==> src/rtl/nvram_upload_responder_if.sv <==
// ioctl upload-direction bus between hps_io (master) and the NVRAM upload responder (slave).
// Latency: plain wires, no storage.
// Backpressure: none; the HPS paces ioctl_rd strobes itself.
interface nvram_upload_responder_if;
  logic        ioctl_upload;
  logic [7:0]  ioctl_index;
  logic        ioctl_rd;
  logic [24:0] ioctl_addr;
  logic [7:0]  ioctl_din;
  logic        ioctl_upload_req;

  modport master (
    output ioctl_upload, ioctl_index, ioctl_rd, ioctl_addr,
    input  ioctl_din, ioctl_upload_req
  );

  modport slave (
    input  ioctl_upload, ioctl_index, ioctl_rd, ioctl_addr,
    output ioctl_din, ioctl_upload_req
  );
endinterface

==> src/rtl/nvram_upload_responder.sv <==
// Serves HPS upload (save) sessions: each ioctl_rd fetches one NVRAM byte onto ioctl_din; can request a session on save_trigger.
// Latency: ioctl_rd at N -> ram_rd at N+1 -> ioctl_din valid from N+2+RAM_LAT; out-of-range reads valid at N+1.
// Backpressure: none; HPS spaces strobes >= RAM_LAT+3 cycles, a newer strobe during a fetch restarts it. Optional: UPLOAD_CHECKSUM_EN.
module nvram_upload_responder #(
  parameter int unsigned ADDR_W      = 16,
  parameter int unsigned SIZE        = 1024,
  parameter int unsigned RAM_LAT     = 2,
  parameter logic [7:0]  INDEX       = 8'd4,
  parameter logic [23:0] REQ_TIMEOUT = 24'd4800000
) (
  input  logic                      clk_sys,
  input  logic                      reset,
  nvram_upload_responder_if.slave   ioctl,
  input  logic                      save_trigger,
  output logic [ADDR_W-1:0]         ram_addr,
  output logic                      ram_rd,
  input  logic [7:0]                ram_q,
  output logic                      pause_cpu,
  output logic                      busy,
  output logic                      done
);

  localparam logic [2:0] ST_IDLE    = 3'd0;
  localparam logic [2:0] ST_REQ     = 3'd1;
  localparam logic [2:0] ST_WAIT_UP = 3'd2;
  localparam logic [2:0] ST_SESSION = 3'd3;
  localparam logic [2:0] ST_FETCH   = 3'd4;

  localparam logic [24:0] SIZE_A  = 25'(SIZE);
  localparam logic [2:0]  LAT_V   = 3'(RAM_LAT);
  localparam logic [23:0] TO_LAST = REQ_TIMEOUT - 24'd1;

  logic [2:0]  state;
  logic [2:0]  lat_cnt;
  logic [23:0] to_cnt;
  logic        trig_q;
  logic [7:0]  din_r;
  logic [7:0]  oor_dat;
  logic        sel;
  logic        trig_rise;
  logic        rd_in_range;

  assign sel         = ioctl.ioctl_upload & (ioctl.ioctl_index == INDEX);
  assign trig_rise   = save_trigger & ~trig_q;
  assign rd_in_range = ioctl.ioctl_addr < SIZE_A;

  assign ioctl.ioctl_din        = din_r;
  assign ioctl.ioctl_upload_req = (state == ST_REQ);
  assign pause_cpu              = (state == ST_SESSION) | (state == ST_FETCH);
  assign busy                   = (state != ST_IDLE);

`ifdef UPLOAD_CHECKSUM_EN
  logic [7:0] sum;
  // The byte just past the image is the two's complement of the bytes served so far.
  assign oor_dat = (ioctl.ioctl_addr == SIZE_A) ? (~sum + 8'd1) : 8'hFF;
`else
  assign oor_dat = 8'hFF;
`endif

  // Session state machine, RAM fetch sequencing and request timeout.
  always_ff @(posedge clk_sys) begin
    if (reset) begin
      state    <= ST_IDLE;
      lat_cnt  <= '0;
      to_cnt   <= '0;
      trig_q   <= 1'b0;
      din_r    <= 8'h00;
      ram_addr <= '0;
      ram_rd   <= 1'b0;
      done     <= 1'b0;
`ifdef UPLOAD_CHECKSUM_EN
      sum      <= 8'h00;
`endif
    end else begin
      trig_q <= save_trigger;
      ram_rd <= 1'b0;
      done   <= 1'b0;
      case (state)
        ST_IDLE: begin
          // A menu-opened session wins over a simultaneous save trigger.
          if (sel) begin
            state <= ST_SESSION;
`ifdef UPLOAD_CHECKSUM_EN
            sum   <= 8'h00;
`endif
          end else if (trig_rise) begin
            state <= ST_REQ;
          end
        end
        ST_REQ: begin
          to_cnt <= '0;
          state  <= ST_WAIT_UP;
        end
        ST_WAIT_UP: begin
          if (sel) begin
            state <= ST_SESSION;
`ifdef UPLOAD_CHECKSUM_EN
            sum   <= 8'h00;
`endif
          end else if (to_cnt == TO_LAST) begin
            state <= ST_IDLE;
          end else begin
            to_cnt <= to_cnt + 24'd1;
          end
        end
        ST_SESSION, ST_FETCH: begin
          // Session close beats everything, including an in-flight fetch.
          if (!sel) begin
            done  <= 1'b1;
            state <= ST_IDLE;
          end else if (ioctl.ioctl_rd) begin
            // The latest strobe always wins, even mid-fetch.
            if (rd_in_range) begin
              ram_addr <= ioctl.ioctl_addr[ADDR_W-1:0];
              ram_rd   <= 1'b1;
              lat_cnt  <= LAT_V;
              state    <= ST_FETCH;
            end else begin
              din_r <= oor_dat;
              state <= ST_SESSION;
            end
          end else if (state == ST_FETCH) begin
            if (lat_cnt == 3'd0) begin
              din_r <= ram_q;
`ifdef UPLOAD_CHECKSUM_EN
              sum   <= sum + ram_q;
`endif
              state <= ST_SESSION;
            end else begin
              lat_cnt <= lat_cnt - 3'd1;
            end
          end
        end
        default: state <= ST_IDLE;
      endcase
    end
  end

endmodule
==> src/flat_wrapper.sv <==
// flat-port wrapper written by rule: the top's interface ports become plain ports
module nvram_upload_responder_flat 
#(
  parameter int unsigned ADDR_W      = 16,
  parameter int unsigned SIZE        = 1024,
  parameter int unsigned RAM_LAT     = 2,
  parameter logic [7:0]  INDEX       = 8'd4,
  parameter logic [23:0] REQ_TIMEOUT = 24'd4800000
)
  (clk_sys, reset, save_trigger, ram_addr, ram_rd, ram_q, pause_cpu, busy, done, ioctl_ioctl_upload, ioctl_ioctl_index, ioctl_ioctl_rd, ioctl_ioctl_addr, ioctl_ioctl_din, ioctl_ioctl_upload_req);
  nvram_upload_responder_if ioctl_i ();
  input  logic clk_sys;
  input  logic reset;
  input  logic save_trigger;
  output logic [ADDR_W-1:0] ram_addr;
  output logic ram_rd;
  input  logic [7:0] ram_q;
  output logic pause_cpu;
  output logic busy;
  output logic done;
  input wire logic [$bits(ioctl_i.ioctl_upload)-1:0] ioctl_ioctl_upload;
  input wire logic [$bits(ioctl_i.ioctl_index)-1:0] ioctl_ioctl_index;
  input wire logic [$bits(ioctl_i.ioctl_rd)-1:0] ioctl_ioctl_rd;
  input wire logic [$bits(ioctl_i.ioctl_addr)-1:0] ioctl_ioctl_addr;
  output wire logic [$bits(ioctl_i.ioctl_din)-1:0] ioctl_ioctl_din;
  output wire logic [$bits(ioctl_i.ioctl_upload_req)-1:0] ioctl_ioctl_upload_req;
  assign ioctl_i.ioctl_upload = ioctl_ioctl_upload;
  assign ioctl_i.ioctl_index = ioctl_ioctl_index;
  assign ioctl_i.ioctl_rd = ioctl_ioctl_rd;
  assign ioctl_i.ioctl_addr = ioctl_ioctl_addr;
  assign ioctl_ioctl_din = ioctl_i.ioctl_din;
  assign ioctl_ioctl_upload_req = ioctl_i.ioctl_upload_req;
  nvram_upload_responder #(.ADDR_W(ADDR_W), .SIZE(SIZE), .RAM_LAT(RAM_LAT), .INDEX(INDEX), .REQ_TIMEOUT(REQ_TIMEOUT)) u_core (.clk_sys(clk_sys), .reset(reset), .ioctl(ioctl_i), .save_trigger(save_trigger), .ram_addr(ram_addr), .ram_rd(ram_rd), .ram_q(ram_q), .pause_cpu(pause_cpu), .busy(busy), .done(done));
endmodule
==> config.mk <==
export PLATFORM = sky130hd
export DESIGN_NAME = nvram_upload_responder_flat
export DESIGN_NICKNAME = d
export VERILOG_FILES = /design/src/rtl/nvram_upload_responder_if.sv /design/src/rtl/nvram_upload_responder.sv /design/src/flat_wrapper.sv
export SDC_FILE = /design/constraint.sdc
export NUM_CORES = 1
export LEC_CHECK = 0
export CAP_MARGIN = 20
export CORE_ASPECT_RATIO = 1.2
export CORE_MARGIN = 2
export CORE_UTILIZATION = 45
export CTS_CLUSTER_DIAMETER = 50
export DETAILED_ROUTE_END_ITERATION = 10
export GPL_TIMING_DRIVEN = 0
export PLACE_DENSITY = 0.75
export SLEW_MARGIN = 20
export SYNTH_ARGS = -nofsm -noshare
export SYNTH_HDL_FRONTEND = slang
export SYNTH_SLANG_ARGS = --single-unit
==> constraint.sdc <==
create_clock -name clk_sys -period 2.8 [get_ports clk_sys]
set_clock_uncertainty 0.15 [all_clocks]
set_input_delay 0.28 -clock clk_sys [delete_from_list [all_inputs] [get_ports clk_sys]]
set_output_delay 0.28 -clock clk_sys [all_outputs]
set_load 0.005 [all_outputs]
==> flow_summary.json <==
{
  "slew_headroom": 0.663,
  "rows": 31,
  "powerDensity_nw_per_um2": 616,
  "pwr-share-clk": 0.420,
  "yosys_warnings": 0,
  "drc_errors": 0,
  "avgSynthCellArea_um2": 8.97,
  "clk_pin_slew_worst_paths_ns": 0.07,
  "peakVddDrop_mv": 0.416,
  "drv_cap": 0,
  "slew_viol_final": 0,
  "dr.pass1.iters": 4,
  "setup.worst_path.end_class": "output pin",
  "clk_latency_ns": 0.34,
  "hold_class": "reg2reg",
  "setup_tns_ns": 0,
  "worstSetupPathType": "reg2out",
  "post_cts_resized": 0,
  "synth_seq_cells": 57,
  "postSynth.asyncResetShare": 0,
  "syn_to_final_growth_pct": 40.3,
  "rsz0062_at_grt": "false",
  "synthCells": 306,
  "drt_iter0_drc": 106,
  "synth_seq_area_share": 0.416,
  "wire_per_inst_um": 13.7,
  "grt_pass1_wl_um": 11000,
  "diodes": 0,
  "max_freq_mhz": 411,
  "cts.path.max_buffers": 2,
  "h-tree-depth": 3,
  "dp_cells": 462,
  "finalSetupViolations": 0,
  "io-pin-count": 75,
  "path_cells": "inv_2, or3_1, buf_4, inv_1, clkdlybuf4s50_1",
  "cts_tree": "yes",
  "synth_edf_count": 0,
  "die_w_um": 75.3,
  "routabilityCongestion": 0.825,
  "status": "finished clean",
  "via_count": 2513,
  "cpPeakStageDelay_ns": 0.51,
  "layout-drive-gt1-share": 0.129,
  "grt_use_total": 0.218,
  "p_sw_frac": 0.271,
  "final_cells": 478,
  "dominantRegCellSynth": "dfxtp_1",
  "cp_slowest_cell": "clkdlybuf4s50_1",
  "fin_crit_sh": 0.869,
  "clockRootBuffer": "clkbuf_8",
  "ant_nets": 0,
  "finalHoldViolCount": 0,
  "startpoint_type": "flip-flop",
  "finalNetCount": 440,
  "grt_antenna_before_repair": 0,
  "portBuffers": 74,
  "dp_hpwl_um": 4780,
  "timing.final.crit_period_ns": 2.43,
  "p_sw_uw": 643,
  "cts.sinks": 57,
  "grt_pass1_vias": 2442,
  "grt_max_degree": 11,
  "intPower_uw": 1730,
  "via_per_inst": 5.26,
  "cts_inserted_buffers": 9,
  "cp_data_required_time_ns": 2.37,
  "synth_cell_types": 50,
  "core_region_area_um2": 5970,
  "postCtsSetupBuffers": 0,
  "dieArea_um2": 6740,
  "p_leak_uw": 0.00132,
  "cp_max_fo": 10,
  "power_frac_comb": 0.221,
  "synth_area_um2": 2750,
  "p_seq_frac": 0.359,
  "tightest_slew_ns": 0.505,
  "start_util": 0.460,
  "overflow": 0,
  "arrival_ns": 2.00,
  "syn-num-nets": 355,
  "fp.dieH_um": 89.6,
  "routed_wl_um": 6530,
  "ctsHoldBuffers": 0
}
## per-layer routing
layer / track usage / up-vias / part of all wire / wire (um)
met3: 0.0789 / 16 / 0.076 / 494
met2: 0.355 / 92 / 0.49 / 3190
met4: 0.107 / 0 / 0.025 / 162
met5: 0 / - / 0 / 0
met1: 0.249 / 1157 / 0.41 / 2690
li1: - / 1248 / - / -
## cells by family (layout without fill, tap and decap cells)
kind of cell    count (synthesis)  count (layout)  synth area share
fa+ha+maj                       3               3            0.0137
xor+xnor                       18              18            0.0574
mux                            11              11            0.0401
buf+inv                        26             116            0.0474
compound gates                 47              47             0.145
flops                          57              57             0.416
simple gates                  144             144             0.280
## layout by cell type, fill, tap and decap left out, types with 3 or more instances in the layout
cell type / instances
a211oi_2: 7
nand4_1: 5
xnor2_1: 18
and4_1: 3
clkbuf_8: 12
clkbuf_1: 4
nor2_1: 56
buf_4: 3
bufinv_16: 3
nor3_1: 8
dfxtp_1: 57
nor3_2: 3
ha_1: 3
nand2_1: 22
and3_1: 3
or3_1: 3
clkdlybuf4s50_1: 74
buf_2: 5
and2_1: 10
a21oi_1: 13
a211oi_1: 11
nand3_1: 9
mux2i_1: 11
nor4_1: 4
inv_1: 11
a2111oi_2: 3
## flip-flops by register name, indices dropped and copies added, names as in the netlist
register	cells
u_core.to_cnt	24
u_core.ram_addr	16
u_core.ioctl.ioctl_din	8
u_core.lat_cnt	3
u_core.state	3
u_core.done	1
u_core.ram_rd	1
u_core.trig_q	1
## worst paths after layout
| check | depth (start not counted) | slack (ns) | from | end |
|---|---|---|---|---|
| min | 1 | 0.31 | u_core.ram_addr[10]$_SDFFE_PP0P_ | u_core.ram_addr[10]$_SDFFE_PP0P_ |
| min reg2reg | 1 | 0.31 | u_core.ram_addr[10]$_SDFFE_PP0P_ | u_core.ram_addr[10]$_SDFFE_PP0P_ |
| max | 5 | 0.37 | u_core.state[0]$_SDFFE_PP0P_ | ioctl_ioctl_upload_req |
| max reg2reg | 8 | 0.51 | u_core.to_cnt[0]$_SDFFE_PP0P_ | u_core.state[1]$_SDFFE_PP0P_ |
## synth_stat cells, types with 4 or more instances
| cell type | instances | area, um^2 |
|---|---|---|
| a21oi_1 | 13 | 65.1 |
| and2_1 | 10 | 62.6 |
| nand2_1 | 22 | 82.6 |
| nor2_1 | 56 | 210 |
| inv_1 | 11 | 41.3 |
| nand4_1 | 5 | 31.3 |
| nor4_1 | 4 | 25.0 |
| buf_2 | 5 | 25.0 |
| nand3_1 | 9 | 45.0 |
| dfxtp_1 | 57 | 1140 |
| mux2i_1 | 11 | 110 |
| a211oi_2 | 7 | 87.6 |
| xnor2_1 | 18 | 158 |
| nor3_1 | 8 | 40.0 |
| a211oi_1 | 11 | 82.6 |
| clkbuf_1 | 4 | 15.0 |
## power by group through the flow
stage	logic (uW)	clock network [uW]	registers, uW
after floorplan	331	0	865
after detailed placement	519	0	869
after global routing	573	1040	856
final	523	996	852
after CTS	524	1010	851
after global placement	513	0	869
## area by class of cell
class	count	area (um^2)
fill	511	2120
clock buffer	12	165
sequential	57	1140
inverter	12	45.0
multi-input combinational	223	1470
timing repair buffer	74	741
clock inverter	4	97.6
buffer	14	85.1
tap	82	103
## worst max-delay path, delay by kind of cell (launching register included)
kind          cells  cell delay, ns
buf+inv           4            0.88
flops             1            0.44
simple gates      1            0.34
## per-stage QoR
| step | worst slack [ns] | util | instance area, um^2 | power [uW] | hold slack [ns] |
|---|---|---|---|---|---|
| 2_1_floorplan | 0.761 | - | 2750 | 1200 | 0.258 |
| 3_5_place_dp | 0.146 | 0.601 | 3590 | 1390 | 0.295 |
| 3_3_place_gp | 0.122 | 0.601 | 3590 | 1380 | 0.294 |
| 4_1_cts | 0.354 | 0.645 | 3850 | 2390 | 0.313 |
| 5_1_grt | 0.258 | 0.645 | 3850 | 2470 | 0.326 |
| 6_report | 0.368 | 0.645 | 3850 | 2370 | 0.311 |
Power figures use the tool's default switching activity.
